--- src/rtl/display_scan_controller.sv ---
// display_scan_controller
//   Time-multiplexed scan controller for a 4-digit 7-segment display.
//   A 16-bit value is captured on a load strobe into a pending buffer. It is
//   copied into the shadow (displayed) register only at a frame boundary, so
//   the displayed value never changes mid-frame. Each digit slot starts with
//   a blanking interval (all anodes off) to prevent ghosting. Leading zero
//   digits can optionally be suppressed.
//
// Parameters
//   DIGIT_TICKS  clk cycles per digit slot (>= 2)
//   BLANK_TICKS  cycles at the start of each slot with all anodes off
//                (0 .. DIGIT_TICKS-1; 0 means no blanking)
// Ports
//   clk          system clock
//   rst_n        asynchronous active-low reset
//   dato_reg     value to display: [3:0] = digit0 (rightmost) .. [15:12] = digit3
//   dp_ce        load strobe; dato_reg is sampled on each rising edge where it is high
//   lz_blank_en  1 = suppress leading zero digits (sampled every cycle)
//   an_o         anode select, active low: one bit low, or 4'b1111 when off
//   digit_o      nibble for the current slot, to the segment decoder
//   dig_valid    1 while an_o drives a digit
//   frame_start  1-cycle pulse on the first cycle of slot 0
module display_scan_controller #(
  parameter int DIGIT_TICKS = 10000,
  parameter int BLANK_TICKS = 100
) (
  input  logic        clk,
  input  logic        rst_n,
  input  logic [15:0] dato_reg,
  input  logic        dp_ce,
  input  logic        lz_blank_en,
  output logic [3:0]  an_o,
  output logic [3:0]  digit_o,
  output logic        dig_valid,
  output logic        frame_start
);

  localparam int CW = (DIGIT_TICKS > 2) ? $clog2(DIGIT_TICKS) : 1;
  localparam logic [CW-1:0] TERM_C  = CW'(DIGIT_TICKS - 1);
  localparam logic [CW-1:0] BLANK_C = CW'(BLANK_TICKS);

  typedef enum logic {PH_BLANK, PH_ON} phase_e;

  // Scan state
  logic          run_q, run_d;
  logic [CW-1:0] cnt_q, cnt_d;
  logic [1:0]    idx_q, idx_d;
  logic [15:0]   pending_q, pending_d;
  logic          pend_v_q, pend_v_d;
  logic [15:0]   shadow_q, shadow_d;

  // Registered outputs
  logic [3:0]    an_q, an_d;
  logic [3:0]    digit_q, digit_d;
  logic          dig_valid_q, dig_valid_d;
  logic          frame_start_q, frame_start_d;

  logic          frame_edge;
  logic          in_blank;
  logic          suppress;
  logic [3:0]    nib_zero;
  phase_e        phase_d;

  // Next-state: prescaler, slot index and double-buffered value.
  // run_q holds the counter at (0,0) on the first edge after reset release,
  // so that edge loads the outputs for slot 0 / cnt 0 and frame_start fires
  // on the first cycle after release.
  always_comb begin
    run_d      = 1'b1;
    cnt_d      = cnt_q;
    idx_d      = idx_q;
    pending_d  = pending_q;
    pend_v_d   = pend_v_q;
    shadow_d   = shadow_q;
    frame_edge = 1'b0;

    if (run_q) begin
      if (cnt_q == TERM_C) begin
        cnt_d      = '0;
        idx_d      = idx_q + 2'd1;
        frame_edge = (idx_q == 2'd3);
      end else begin
        cnt_d = cnt_q + CW'(1);
      end
    end

    if (frame_edge) begin
      // A strobe on the boundary edge itself is newer than anything pending.
      if (dp_ce) begin
        shadow_d = dato_reg;
        pend_v_d = 1'b0;
      end else if (pend_v_q) begin
        shadow_d = pending_q;
        pend_v_d = 1'b0;
      end
    end else if (dp_ce) begin
      pending_d = dato_reg;
      pend_v_d  = 1'b1;
    end
  end

  generate
    if (BLANK_TICKS == 0) begin : g_no_blank
      assign in_blank = 1'b0;
    end else begin : g_blank
      assign in_blank = (cnt_d < BLANK_C);
    end
  endgenerate

  genvar gi;
  generate
    for (gi = 0; gi < 4; gi++) begin : g_nib_zero
      assign nib_zero[gi] = (shadow_d[4*gi +: 4] == 4'd0);
    end
  endgenerate

  // A digit is a leading zero when it and every digit to its left are zero.
  always_comb begin
    suppress = 1'b0;
    if (lz_blank_en) begin
      case (idx_d)
        2'd1:    suppress = nib_zero[1] & nib_zero[2] & nib_zero[3];
        2'd2:    suppress = nib_zero[2] & nib_zero[3];
        2'd3:    suppress = nib_zero[3];
        default: suppress = 1'b0;
      endcase
    end
  end

  // Outputs are computed from the next state so they line up with it.
  always_comb begin
    phase_d       = in_blank ? PH_BLANK : PH_ON;
    digit_d       = shadow_d[{idx_d, 2'b00} +: 4];
    frame_start_d = (idx_d == 2'd0) && (cnt_d == '0);
    an_d          = 4'b1111;
    dig_valid_d   = 1'b0;
    if ((phase_d == PH_ON) && !suppress) begin
      an_d        = ~(4'b0001 << idx_d);
      dig_valid_d = 1'b1;
    end
  end

  always_ff @(posedge clk or negedge rst_n) begin
    if (!rst_n) begin
      run_q         <= 1'b0;
      cnt_q         <= '0;
      idx_q         <= 2'd0;
      pending_q     <= 16'd0;
      pend_v_q      <= 1'b0;
      shadow_q      <= 16'd0;
      an_q          <= 4'b1111;
      digit_q       <= 4'd0;
      dig_valid_q   <= 1'b0;
      frame_start_q <= 1'b0;
    end else begin
      run_q         <= run_d;
      cnt_q         <= cnt_d;
      idx_q         <= idx_d;
      pending_q     <= pending_d;
      pend_v_q      <= pend_v_d;
      shadow_q      <= shadow_d;
      an_q          <= an_d;
      digit_q       <= digit_d;
      dig_valid_q   <= dig_valid_d;
      frame_start_q <= frame_start_d;
    end
  end

  assign an_o        = an_q;
  assign digit_o     = digit_q;
  assign dig_valid   = dig_valid_q;
  assign frame_start = frame_start_q;

endmodule

--- config.mk ---
export PLATFORM = sky130hd
export DESIGN_NAME = display_scan_controller
export DESIGN_NICKNAME = d
export VERILOG_FILES = /design/src/rtl/display_scan_controller.sv
export SDC_FILE = /design/constraint.sdc
export NUM_CORES = 1
export LEC_CHECK = 0
export CAP_MARGIN = 25
export CORE_MARGIN = 4
export CORE_UTILIZATION = 45
export DETAILED_ROUTE_END_ITERATION = 8
export PLACE_DENSITY = 0.65
export SLEW_MARGIN = 40
export SYNTH_ARGS = -nofsm -noshare
export SYNTH_HDL_FRONTEND = slang
export SYNTH_SLANG_ARGS = --single-unit
--- constraint.sdc ---
create_clock -name clk -period 3.8 [get_ports clk]
set_input_delay 0.76 -clock clk [delete_from_list [all_inputs] [get_ports clk]]
set_output_delay 0.76 -clock clk [all_outputs]
set_load 0.01 [all_outputs]
==> flow_metrics.tcl <==
set metrics [dict create \
    cp_max_fo 8 \
    yosysWarningCount 0 \
    yosys.cell_types.count 53 \
    final_cells 414 \
    rsz0062_at_grt "false" \
    status "completed" \
    core_um2 6830 \
    first_global_vias 2350 \
    cts_root_buf "clkbuf_8" \
    antenna_found_initial 0 \
    fin_ws_ns 0.523 \
    switchingPower_uw 481 \
    first_iter_violations 103 \
    synth_area_um2 3170 \
    syn_area_per_cell_um2 11.0 \
    hpwl_um 4850 \
    final_nets 339 \
    regArea_um2 1510 \
    final.fill_count 626 \
    power.leakage_uw 0.00167 \
    fp.dieArea_um2 8460 \
    diodes 0 \
    dp.cells 398 \
    cts_tree "yes" \
    synthCells 289 \
    syn2layout_area_growth_pct 16.8 \
    row_count 30 \
    async_flop_share_pct 100 \
    cap_violations 0 \
    grt_pass1_wl_um 11600 \
    synth_most_common_cell "dfrtp_1" \
    fin_crit_ns 3.28 \
    power.internal_uw 1200 \
    slew-limit-headroom_pct 49.5 \
    synth.yosys.seq_area_share_pct 47.5 \
    synth_commonest_cells "dfrtp_1 (56), inv_1 (24), mux2_2 (19)" \
    ys.flop_type "dfrtp_1" \
    wl_per_cell_um 16.5 \
    yosys.area.top_type "dfrtp_1" \
    fmax_ghz 0.305 \
    htree_levels 3 \
    ir_drop_mv 0.209 \
    portBuffers 29 \
    setup-violations-final 0 \
    dr.pass1.iters 4 \
    cts.sinks 60 \
    multi_input_area_um2 1460 \
    holdBufCountCts 0 \
    postRouteAntennaNets 0 \
    ys_ff_latch 60 \
    cp.required_ns 4.03 \
    syn-num-nets 315 \
    die_x_um 92.0 \
    fin_crit_sh_pct 86.2 \
    crit_path_end_kind "flop" \
    grt_max_degree 33 \
    pin_count 30 \
    hold_viol 0 \
    clk_latency_ns 0.34 \
    crit_path_start_kind "flop" \
    p_per_area_nw_per_um2 453 \
    via_per_inst 5.67 \
    worstHoldPathType "in2async" \
    grt-ovfl-total 0 \
    skew_ns 0.0128 \
    via_count 2348 \
    combPwrFrac_pct 15.1 \
    gp_congestion 0.799 \
    swShare_pct 28.7 \
    cts_resized 0 \
    criticalPathCategory "reg2reg" \
    wl_um 6850 \
    clk_pin_slew_ns 0.08 \
    numCtsBuffers 9 \
    post-place-ws_ns 0.556 \
    route.detailed.drc 0 \
    postCtsSetupRepairBufs 0 \
    cts_buffer_depth 2 \
    clkPwrFrac_pct 38.0 \
    die_height_um 92.0 \
    p_seq_share_pct 46.9 \
    tightest_slew_ns 0.753 \
    drive_above_1_share_pct 17.0 \
    slew_violations 0 \
    setup_tns_ns 0 \
    initial_core_util_pct 46.4 \
    arrival_ns 3.50 \
    final_cell_area_um2 3700 \
    yosys.area.top_type_share_pct 44.2 \
    grt_usage_pct 17.7 \
    placed_area_um2 3480 \
    synth_area_leaders "dfrtp_1 (44%), mux2_2 (6.7%), o32a_1 (3.8%), dfstp_2 (3.3%), inv_1 (2.8%)" \
    synth-edff-count 0 \
    postLayoutCoreUtil_pct 54.2 \
]
-- worst paths after layout --
check	start	endpoint	slack, ns	cells after the start
max reg2reg	cnt_q[0]	an_o[1]	0.52	9
min reg2reg	pending_q[1]	pending_q[1]	0.48	2
min in group clk	pending_q[1]	pending_q[1]	0.48	2
min	rst_n	cnt_q[12]	0.45	1
max	cnt_q[0]	an_o[1]	0.52	9
max in group asynchronous	rst_n	pending_q[0]	2.50	2
-- per-stage QoR --
step	hold WS (ns)	total power, uW
floorplan	0.450	985
global placement	0.462	1040
detailed placement	0.474	1050
CTS	0.473	1690
global route	0.502	1770
finish	0.450	1680
-- routing by layer --
metal / vias up / track usage, % / share of wire, %
met4: 0 / 6.93 / 1.4
met3: 9 / 4.59 / 5.8
met5: - / 0 / 0
met1: 1158 / 23.9 / 47
li1: 1117 / - / -
met2: 64 / 27.1 / 46
-- critical path, stage by stage, from the launching register on --
cell and delay, ns:
dfrtp_1 0.44, ha_1 0.26, and4_1 0.33, and4_1 0.34, xnor2_1 0.64, inv_1 0.19, ha_1 0.28, or2_2 0.30
a41oi_1 0.22, o311ai_1 0.15
-- cells by family after synthesis --
kind of cell    after synthesis  synth area share, %
compound gates               60                 14.9
simple gates                 78                 15.3
mux                          28                 9.70
buf+inv                      43                 6.55
flops                        60                 47.5
xor+xnor                     13                 3.59
fa+ha+maj                     6                 2.37
other cells                   1                0.118
-- layout by cell type (no fill, tap or decap), drive strengths merged, types with 7 or more instances in the layout --
cell type and count:
dfrtp 56, clkdlybuf4s50 28, inv 26, mux2 19
nor2 13, o32a 12, nand2 11, nand3 10
clkbuf 9, o21ai 9, mux2i 9, o221ai 9
xnor2 8, and2 7
-- final cells by class --
type                            instances  share of cell area, %
Clock inverter                          7                   2.67
Timing Repair Buffer                   31                   8.11
Clock buffer                            9                   3.34
Inverter                               25                   2.53
Sequential cell                        60                   40.7
Multi-Input combinational cell        186                   39.4
Tap cell                               96                   3.24
-- registers in the layout (all words and copies together), names as in the netlist --
register,flops
digit_o,4
dig_valid,1
run_q,1
frame_start,1
pending_q,16
idx_q,2
shadow_q,16
cnt_q,14
an_o,4
pend_v_q,1
-- power groups by stage --
| stage | Combinational (uW) | Sequential [uW] | Clock (uW) |
|---|---|---|---|
| after global routing | 282 | 800 | 689 |
| after detailed placement | 253 | 797 | 0 |
| after global placement | 246 | 797 | 0 |
| after CTS | 254 | 786 | 652 |
| final | 253 | 788 | 639 |
| after floorplan | 241 | 743 | 0 |
(Power assumes the default switching activity.)
